==> src/rtl/fetch_unit.sv <==
// fetch_unit: instruction fetch front end for the RV32E core.
// Issues word fetches over a valid/ready request port and buffers the
// in-order responses in a small prefetch FIFO. The FIFO feeds decode
// through a valid/ready handshake. A redirect flushes the buffer and drops
// the responses still in flight.
// Optional feature macro: FETCH_BYPASS_EN. When it is defined, a response
// that arrives while the FIFO is empty goes straight to decode in the same
// cycle.
module fetch_unit #(
    parameter int DEPTH = 2
) (
    input  logic        clk,
    input  logic        rst_n,
    input  logic [31:0] boot_addr,
    input  logic        redirect,
    input  logic [31:0] redirect_pc,
    output logic        imem_req_valid,
    output logic [31:0] imem_req_addr,
    input  logic        imem_req_ready,
    input  logic        imem_rsp_valid,
    input  logic [31:0] imem_rsp_data,
    output logic        if_valid,
    output logic [31:0] if_instr,
    output logic [31:0] if_pc,
    input  logic        if_ready
);

    localparam int AW = $clog2(DEPTH);
    localparam int CW = AW + 1;
    localparam logic [CW:0]   DEPTH_W  = (CW+1)'(DEPTH);
    localparam logic [CW-1:0] CNT_ZERO = CW'(0);
    localparam logic [CW-1:0] CNT_ONE  = CW'(1);
    localparam logic [AW-1:0] PTR_ZERO = AW'(0);
    localparam logic [AW-1:0] PTR_ONE  = AW'(1);
    localparam logic [31:0]   NOP      = 32'h0000_0013;

    typedef enum logic [1:0] {
        ST_BOOT  = 2'd0,
        ST_RUN   = 2'd1,
        ST_FLUSH = 2'd2
    } state_t;

    state_t        r_state;
    state_t        w_state_nxt;
    logic [31:0]   r_fetch_pc;
    logic [31:0]   r_resp_pc;
    logic [CW-1:0] r_count;
    logic [CW-1:0] r_outstanding;
    logic [CW-1:0] r_drop_cnt;
    logic [AW-1:0] r_wptr;
    logic [AW-1:0] r_rptr;
    logic [31:0]   r_mem_instr [DEPTH];
    logic [31:0]   r_mem_pc    [DEPTH];

    logic          w_accept;
    logic          w_rsp_dec;
    logic          w_rsp_run;
    logic          w_bypass;
    logic          w_pop;
    logic          w_pop_fifo;
    logic          w_push;
    logic          w_drop_dec;
    logic [CW-1:0] w_out_nxt;
    logic [CW:0]   w_inflight;
    logic [31:0]   w_redirect_tgt;

    assign w_redirect_tgt = {redirect_pc[31:2], 2'b00};
    assign w_inflight     = {1'b0, r_count} + {1'b0, r_outstanding};
    assign w_accept       = imem_req_valid && imem_req_ready;
    // A response with nothing outstanding (e.g. one left over from before a reset) is ignored by the counter.
    assign w_rsp_dec      = imem_rsp_valid && (r_outstanding != CNT_ZERO);
    assign w_out_nxt      = r_outstanding + CW'(w_accept) - CW'(w_rsp_dec);
    // Only responses that arrive in RUN without a redirect that same cycle are kept.
    assign w_rsp_run      = imem_rsp_valid && (r_state == ST_RUN) && !redirect;
`ifdef FETCH_BYPASS_EN
    assign w_bypass       = w_rsp_run && (r_count == CNT_ZERO);
`else
    assign w_bypass       = 1'b0;
`endif
    assign w_pop          = if_valid && if_ready;
    assign w_pop_fifo     = w_pop && !w_bypass;
    assign w_push         = w_rsp_run && !(w_bypass && if_ready);
    assign w_drop_dec     = imem_rsp_valid && (r_drop_cnt != CNT_ZERO);
    assign imem_req_addr  = r_fetch_pc;

    // Request gate: buffered plus in-flight words never exceed the FIFO depth.
    always_comb begin
        imem_req_valid = 1'b0;
        if ((r_state == ST_RUN) && (w_inflight < DEPTH_W)) begin
            imem_req_valid = 1'b1;
        end else begin
            imem_req_valid = 1'b0;
        end
    end

    // Next-state logic; a redirect overrides from any state.
    always_comb begin
        w_state_nxt = r_state;
        case (r_state)
            ST_BOOT:  w_state_nxt = ST_RUN;
            ST_RUN:   w_state_nxt = ST_RUN;
            ST_FLUSH: begin
                if ((r_drop_cnt == CNT_ZERO) || (w_drop_dec && (r_drop_cnt == CNT_ONE))) begin
                    w_state_nxt = ST_RUN;
                end else begin
                    w_state_nxt = ST_FLUSH;
                end
            end
            default:  w_state_nxt = ST_BOOT;
        endcase
        if (redirect) begin
            w_state_nxt = (w_out_nxt != CNT_ZERO) ? ST_FLUSH : ST_RUN;
        end else begin
            w_state_nxt = w_state_nxt;
        end
    end

    // FSM state register.
    always_ff @(posedge clk or negedge rst_n) begin
        if (!rst_n) begin
            r_state <= ST_BOOT;
        end else begin
            r_state <= w_state_nxt;
        end
    end

    // Fetch and response PC tracking. A redirect wins over boot load and increments.
    always_ff @(posedge clk or negedge rst_n) begin
        if (!rst_n) begin
            r_fetch_pc <= 32'h0000_0000;
            r_resp_pc  <= 32'h0000_0000;
        end else if (redirect) begin
            r_fetch_pc <= w_redirect_tgt;
            r_resp_pc  <= w_redirect_tgt;
        end else if (r_state == ST_BOOT) begin
            r_fetch_pc <= boot_addr;
            r_resp_pc  <= boot_addr;
        end else begin
            if (w_accept) begin
                r_fetch_pc <= r_fetch_pc + 32'd4;
            end else begin
                r_fetch_pc <= r_fetch_pc;
            end
            if (w_rsp_run) begin
                r_resp_pc <= r_resp_pc + 32'd4;
            end else begin
                r_resp_pc <= r_resp_pc;
            end
        end
    end

    // Outstanding-request counter, and the number of stale responses still to drop.
    always_ff @(posedge clk or negedge rst_n) begin
        if (!rst_n) begin
            r_outstanding <= CNT_ZERO;
            r_drop_cnt    <= CNT_ZERO;
        end else begin
            r_outstanding <= w_out_nxt;
            if (redirect) begin
                r_drop_cnt <= w_out_nxt;
            end else if ((r_state == ST_FLUSH) && w_drop_dec) begin
                r_drop_cnt <= r_drop_cnt - CNT_ONE;
            end else begin
                r_drop_cnt <= r_drop_cnt;
            end
        end
    end

    // FIFO pointers and occupancy. A redirect empties the FIFO.
    always_ff @(posedge clk or negedge rst_n) begin
        if (!rst_n) begin
            r_wptr  <= PTR_ZERO;
            r_rptr  <= PTR_ZERO;
            r_count <= CNT_ZERO;
        end else if (redirect) begin
            r_wptr  <= PTR_ZERO;
            r_rptr  <= PTR_ZERO;
            r_count <= CNT_ZERO;
        end else begin
            r_wptr  <= w_push ? (r_wptr + PTR_ONE) : r_wptr;
            r_rptr  <= w_pop_fifo ? (r_rptr + PTR_ONE) : r_rptr;
            r_count <= r_count + CW'(w_push) - CW'(w_pop_fifo);
        end
    end

    // FIFO storage: each instruction word is stored with its PC.
    always_ff @(posedge clk or negedge rst_n) begin
        if (!rst_n) begin
            for (int i = 0; i < DEPTH; i++) begin
                r_mem_instr[i] <= NOP;
                r_mem_pc[i]    <= 32'h0000_0000;
            end
        end else if (w_push) begin
            r_mem_instr[r_wptr] <= imem_rsp_data;
            r_mem_pc[r_wptr]    <= r_resp_pc;
        end else begin
            r_mem_instr[r_wptr] <= r_mem_instr[r_wptr];
            r_mem_pc[r_wptr]    <= r_mem_pc[r_wptr];
        end
    end

    // Decode-side view: the bypass word, else the FIFO head, else a NOP with valid low.
    always_comb begin
        if_valid = 1'b0;
        if_instr = NOP;
        if_pc    = 32'h0000_0000;
        if (w_bypass) begin
            if_valid = 1'b1;
            if_instr = imem_rsp_data;
            if_pc    = r_resp_pc;
        end else if (r_count != CNT_ZERO) begin
            if_valid = 1'b1;
            if_instr = r_mem_instr[r_rptr];
            if_pc    = r_mem_pc[r_rptr];
        end else begin
            if_valid = 1'b0;
            if_instr = NOP;
            if_pc    = 32'h0000_0000;
        end
    end

endmodule

==> config.mk <==
export PLATFORM = sky130hd
export DESIGN_NAME = fetch_unit
export DESIGN_NICKNAME = d
export VERILOG_FILES = /design/src/rtl/fetch_unit.sv
export SDC_FILE = /design/constraint.sdc
export NUM_CORES = 1
export LEC_CHECK = 0
export CAP_MARGIN = 20
export CORE_ASPECT_RATIO = 1.4
export CORE_MARGIN = 10
export CORE_UTILIZATION = 47
export CTS_CLUSTER_SIZE = 10
export DETAILED_ROUTE_END_ITERATION = 12
export PLACE_DENSITY_LB_ADDON = 0.2
export SYNTH_ARGS = -nofsm -noshare
export SYNTH_HDL_FRONTEND = slang
export SYNTH_SLANG_ARGS = --single-unit
==> constraint.sdc <==
create_clock -name clk -period 5.89 [get_ports clk]
set_input_delay 0.8835 -clock clk [delete_from_list [all_inputs] [get_ports clk]]
set_output_delay 0.8835 -clock clk [all_outputs]
set_load 0.02 [all_outputs]
==> flow_summary_export.csv <==
group,metric,value,unit
route,routedWlPerCell,19.61,um
power_and_ir_drop,comb_power_share,0.401,
synth,synth_xor_area_frac,0.01284,
grt,grt_overflow,0,
route,vias,8015,
clocking,clkSlewWorstSetupHoldPaths,60,ps
timing,period_minus_slack,3738,ps
power_and_ir_drop,ir_drop,0.0003375,V
timing,skew,15.48,ps
final_layout,final_core_util,0.6151,
worst_setup_path,path_max_fanout,48,
route,drc,0,
grt,grt_pass1_wl,43460,um
power_and_ir_drop,clkPwrFrac,0.207,
floorplanning,coreArea,21280,um2
worst_setup_path,critPathKind,"flop to primary output",
clocking,cts_max_level,1,
power_and_ir_drop,switching_share,0.3679,
synth,synth_ff_type,"dfrtp_1",
floorplanning,rows,63,
worst_setup_path,cp_slowest_cell,"dfrtp_4",
power_and_ir_drop,p_seq_frac,0.393,
floorplanning,die_h,194.6,um
route,drtIter0Drc,463,
synth,yosysWarnings,0,
grt,gr-usage-all-layers,0.1884,
timing,tightest_slew,992.2,ps
placed_design,placed_cell_area,12410,um2
worst_setup_path,startpoint_type,"flop",
synth,ys_ff_latch,202,
timing,finalCritPeriodShare,0.6347,
worst_setup_path,reg2reg_to,"r_state[0]",
floorplanning,ios,200,
clocking,cts_buffers,24,
synth,synthAdderAreaFrac,0.01174,
synth,synth_top_family_by_area,"multiplexers",
synth,ys_types,63,
placed_design,pre_cts_ws,2193,ps
timing,setup_tns,0,ps
clocking,cts_resized,0,
grt,antenna_found_initial,0,
worst_setup_path,rr_worst_depth,12,
timing,max_slew_margin,0.3362,
placed_design,portBuffers,197,
route,viasPerCell,5.821,
worst_setup_path,max_stage_delay,970,ps
synth,synth_edf_count,0,
final_layout,final_cell_mix,"dfrtp_1 (195), clkdlybuf4s50_1 (195), mux2_2 (126)",
final_layout,antenna_cells,0,
clocking,clk_latency,500,ps
synth,synth_seq_area_share,0.4946,
synth,synthMuxAreaShare,0.2022,
worst_setup_path,required,5010,ps
synth,avgSynthCellArea,11.03,um2
floorplanning,die_x,144.7,um
timing,fmax,267.5,MHz
grt,grt_start_max_net_pins,109,
final_layout,area_growth,27.90,%
worst_setup_path,cp_top_family,"buffers and inverters",
floorplanning,start_util,0.4809,
clocking,holdBufCountCts,0,
clocking,clockRootBuffer,"clkbuf_16",
worst_setup_path,cp_num_buf_inv,2,
worst_setup_path,timing.rr.start,"r_count[0]",
synth,synthSimpleGateAreaFrac,0.1155,
power_and_ir_drop,power,0.006309,W
route,postRouteAntennaNets,0,
power_and_ir_drop,switchingPower,0.002321,W
synth,synth_fp_nets,1039,
synth,synthArstFlopShare,1.000,
worst_setup_path,reg2reg_setup_slack,2260,ps
clocking,clk_path_buf_depth,3,
clocking,cts_setup_buffers,0,
timing,fin_ws,2152,ps
final_layout,fillCellCount,1759,
timing,rsz0062_at_grt,"no",
grt,grt_pass1_vias,8300,
clocking,cts.sinks,202,
synth,netlist_instances,928,
run,cap_violations,0,
final_layout,final_nets,1217,
run_status,status,"finished, final reports clean",
worst_setup_path,end_kind,"primary output",
placed_design,finalWeightedCongestion,0.8925,
clocking,cts_tree,"yes",
power_and_ir_drop,power.internal,0.003988,W
placed_design,dp_hpwl,19030,um
power_and_ir_drop,power.density,482.0,nW/um2
timing,maxSlewViolCount,0,
synth,syn_area,10230,um2
final_layout,stdcell_area,13090,um2
floorplanning,dieArea,28160,um2
power_and_ir_drop,leakagePower,5.465,nW
synth,synth_compound_area_frac,0.1331,
route,drt-total-wl,27010,um
hold_path,worst_hold_path_type,"input port to asynchronous set/reset pin",
timing,hold_viol_final,0,
worst_setup_path,path_cells,"buf_4 > mux2i_1 > nor2_1 > clkdlybuf4s50_1",
timing,setup_violations,0,
route,dr.pass1.iters,5,
worst_setup_path,crit_arrival,2850,ps
final_layout,layout-drive-gt1-share,0.1773,
[synthesized netlist by cell type (all sizes together) (18+ instances only)]
cell type | number | share of area
dfrtp | 196 | 0.48
mux2 | 126 | 0.14
nor2 | 98 | 0.036
mux2i | 65 | 0.064
a21oi | 55 | 0.027
clkbuf | 39 | 0.014
nand2 | 37 | 0.014
o21ai | 33 | 0.016
a22oi | 26 | 0.019
nand3 | 21 | 0.010
buf | 18 | 0.0090
inv | 18 | 0.0066
[how the worst max path moves through the flow]
stage | start | to | slack (ps) | cells past startpoint
2_1_floorplan | r_count[0] | r_state[0] | 2840 | 12
3_3_place_gp | imem_rsp_valid | r_mem_pc[7] | 2160 | 6
3_5_place_dp | imem_rsp_valid | r_mem_pc[26] | 2190 | 6
4_1_cts | r_rptr | if_instr[31] | 2050 | 4
5_1_grt | r_rptr | if_instr[29] | 1970 | 4
6_report | r_rptr | if_instr[31] | 2150 | 4
[kinds of logic (layout without fill, tap and decap cells)]
logic type               count (synthesis)  in the layout
XOR/XNOR                                15             15
buffers and inverters                   75            264
adder cells (fa/ha/maj)                  9              9
multiplexers                           191            191
flip-flops                             202            202
AND/OR/NAND/NOR                        234            234
AO/OA/AOI/OAI                          202            202
[power groups by stage]
stage	sequential [W]	combinational, W	clock, W
after floorplan	0.00238	0.00161	0
after global placement	0.00246	0.00251	0
after detailed placement	0.00249	0.00255	0
after CTS	0.00247	0.00257	0.00134
after global routing	0.00257	0.00275	0.00139
final	0.00248	0.00253	0.00130
[through the flow]
stage	hold WS, ps	cells
2_1_floorplan	449.6	928
3_3_place_gp	464.6	1340
3_5_place_dp	473.9	1340
4_1_cts	493.4	1377
5_1_grt	509.3	1377
6_report	428.3	1377
[metal layers]
metal,vias to the layer above,wire [um],global-route usage
met2,250,13370,0.3230
met4,0,690,0.05460
met1,3949,11230,0.2324
met5,-,0,0
met3,50,1709,0.03733
li1,3766,-,-
[registers in the layout, summed over array words and instances (netlist names)]
signal         count
r_outstanding      2
r_drop_cnt         2
imem_req_addr     32
r_resp_pc         32
r_mem_instr       64
r_mem_pc          64
r_wptr             1
r_count            2
r_state            2
r_rptr             1
[final cells by class]
| class | count | area, um2 | share of cell area |
|---|---|---|---|
| clock inverters | 1 | 8.758 | 0.0006691 |
| repair buffers | 209 | 2061 | 0.1574 |
| flip-flops and latches | 202 | 5066 | 0.3870 |
| multi-input cells | 651 | 4895 | 0.3739 |
| clock buffers | 36 | 666.9 | 0.05095 |
| inverters | 18 | 67.56 | 0.005162 |
| well taps | 260 | 325.3 | 0.02485 |
Power figures use the tool's default switching activity.
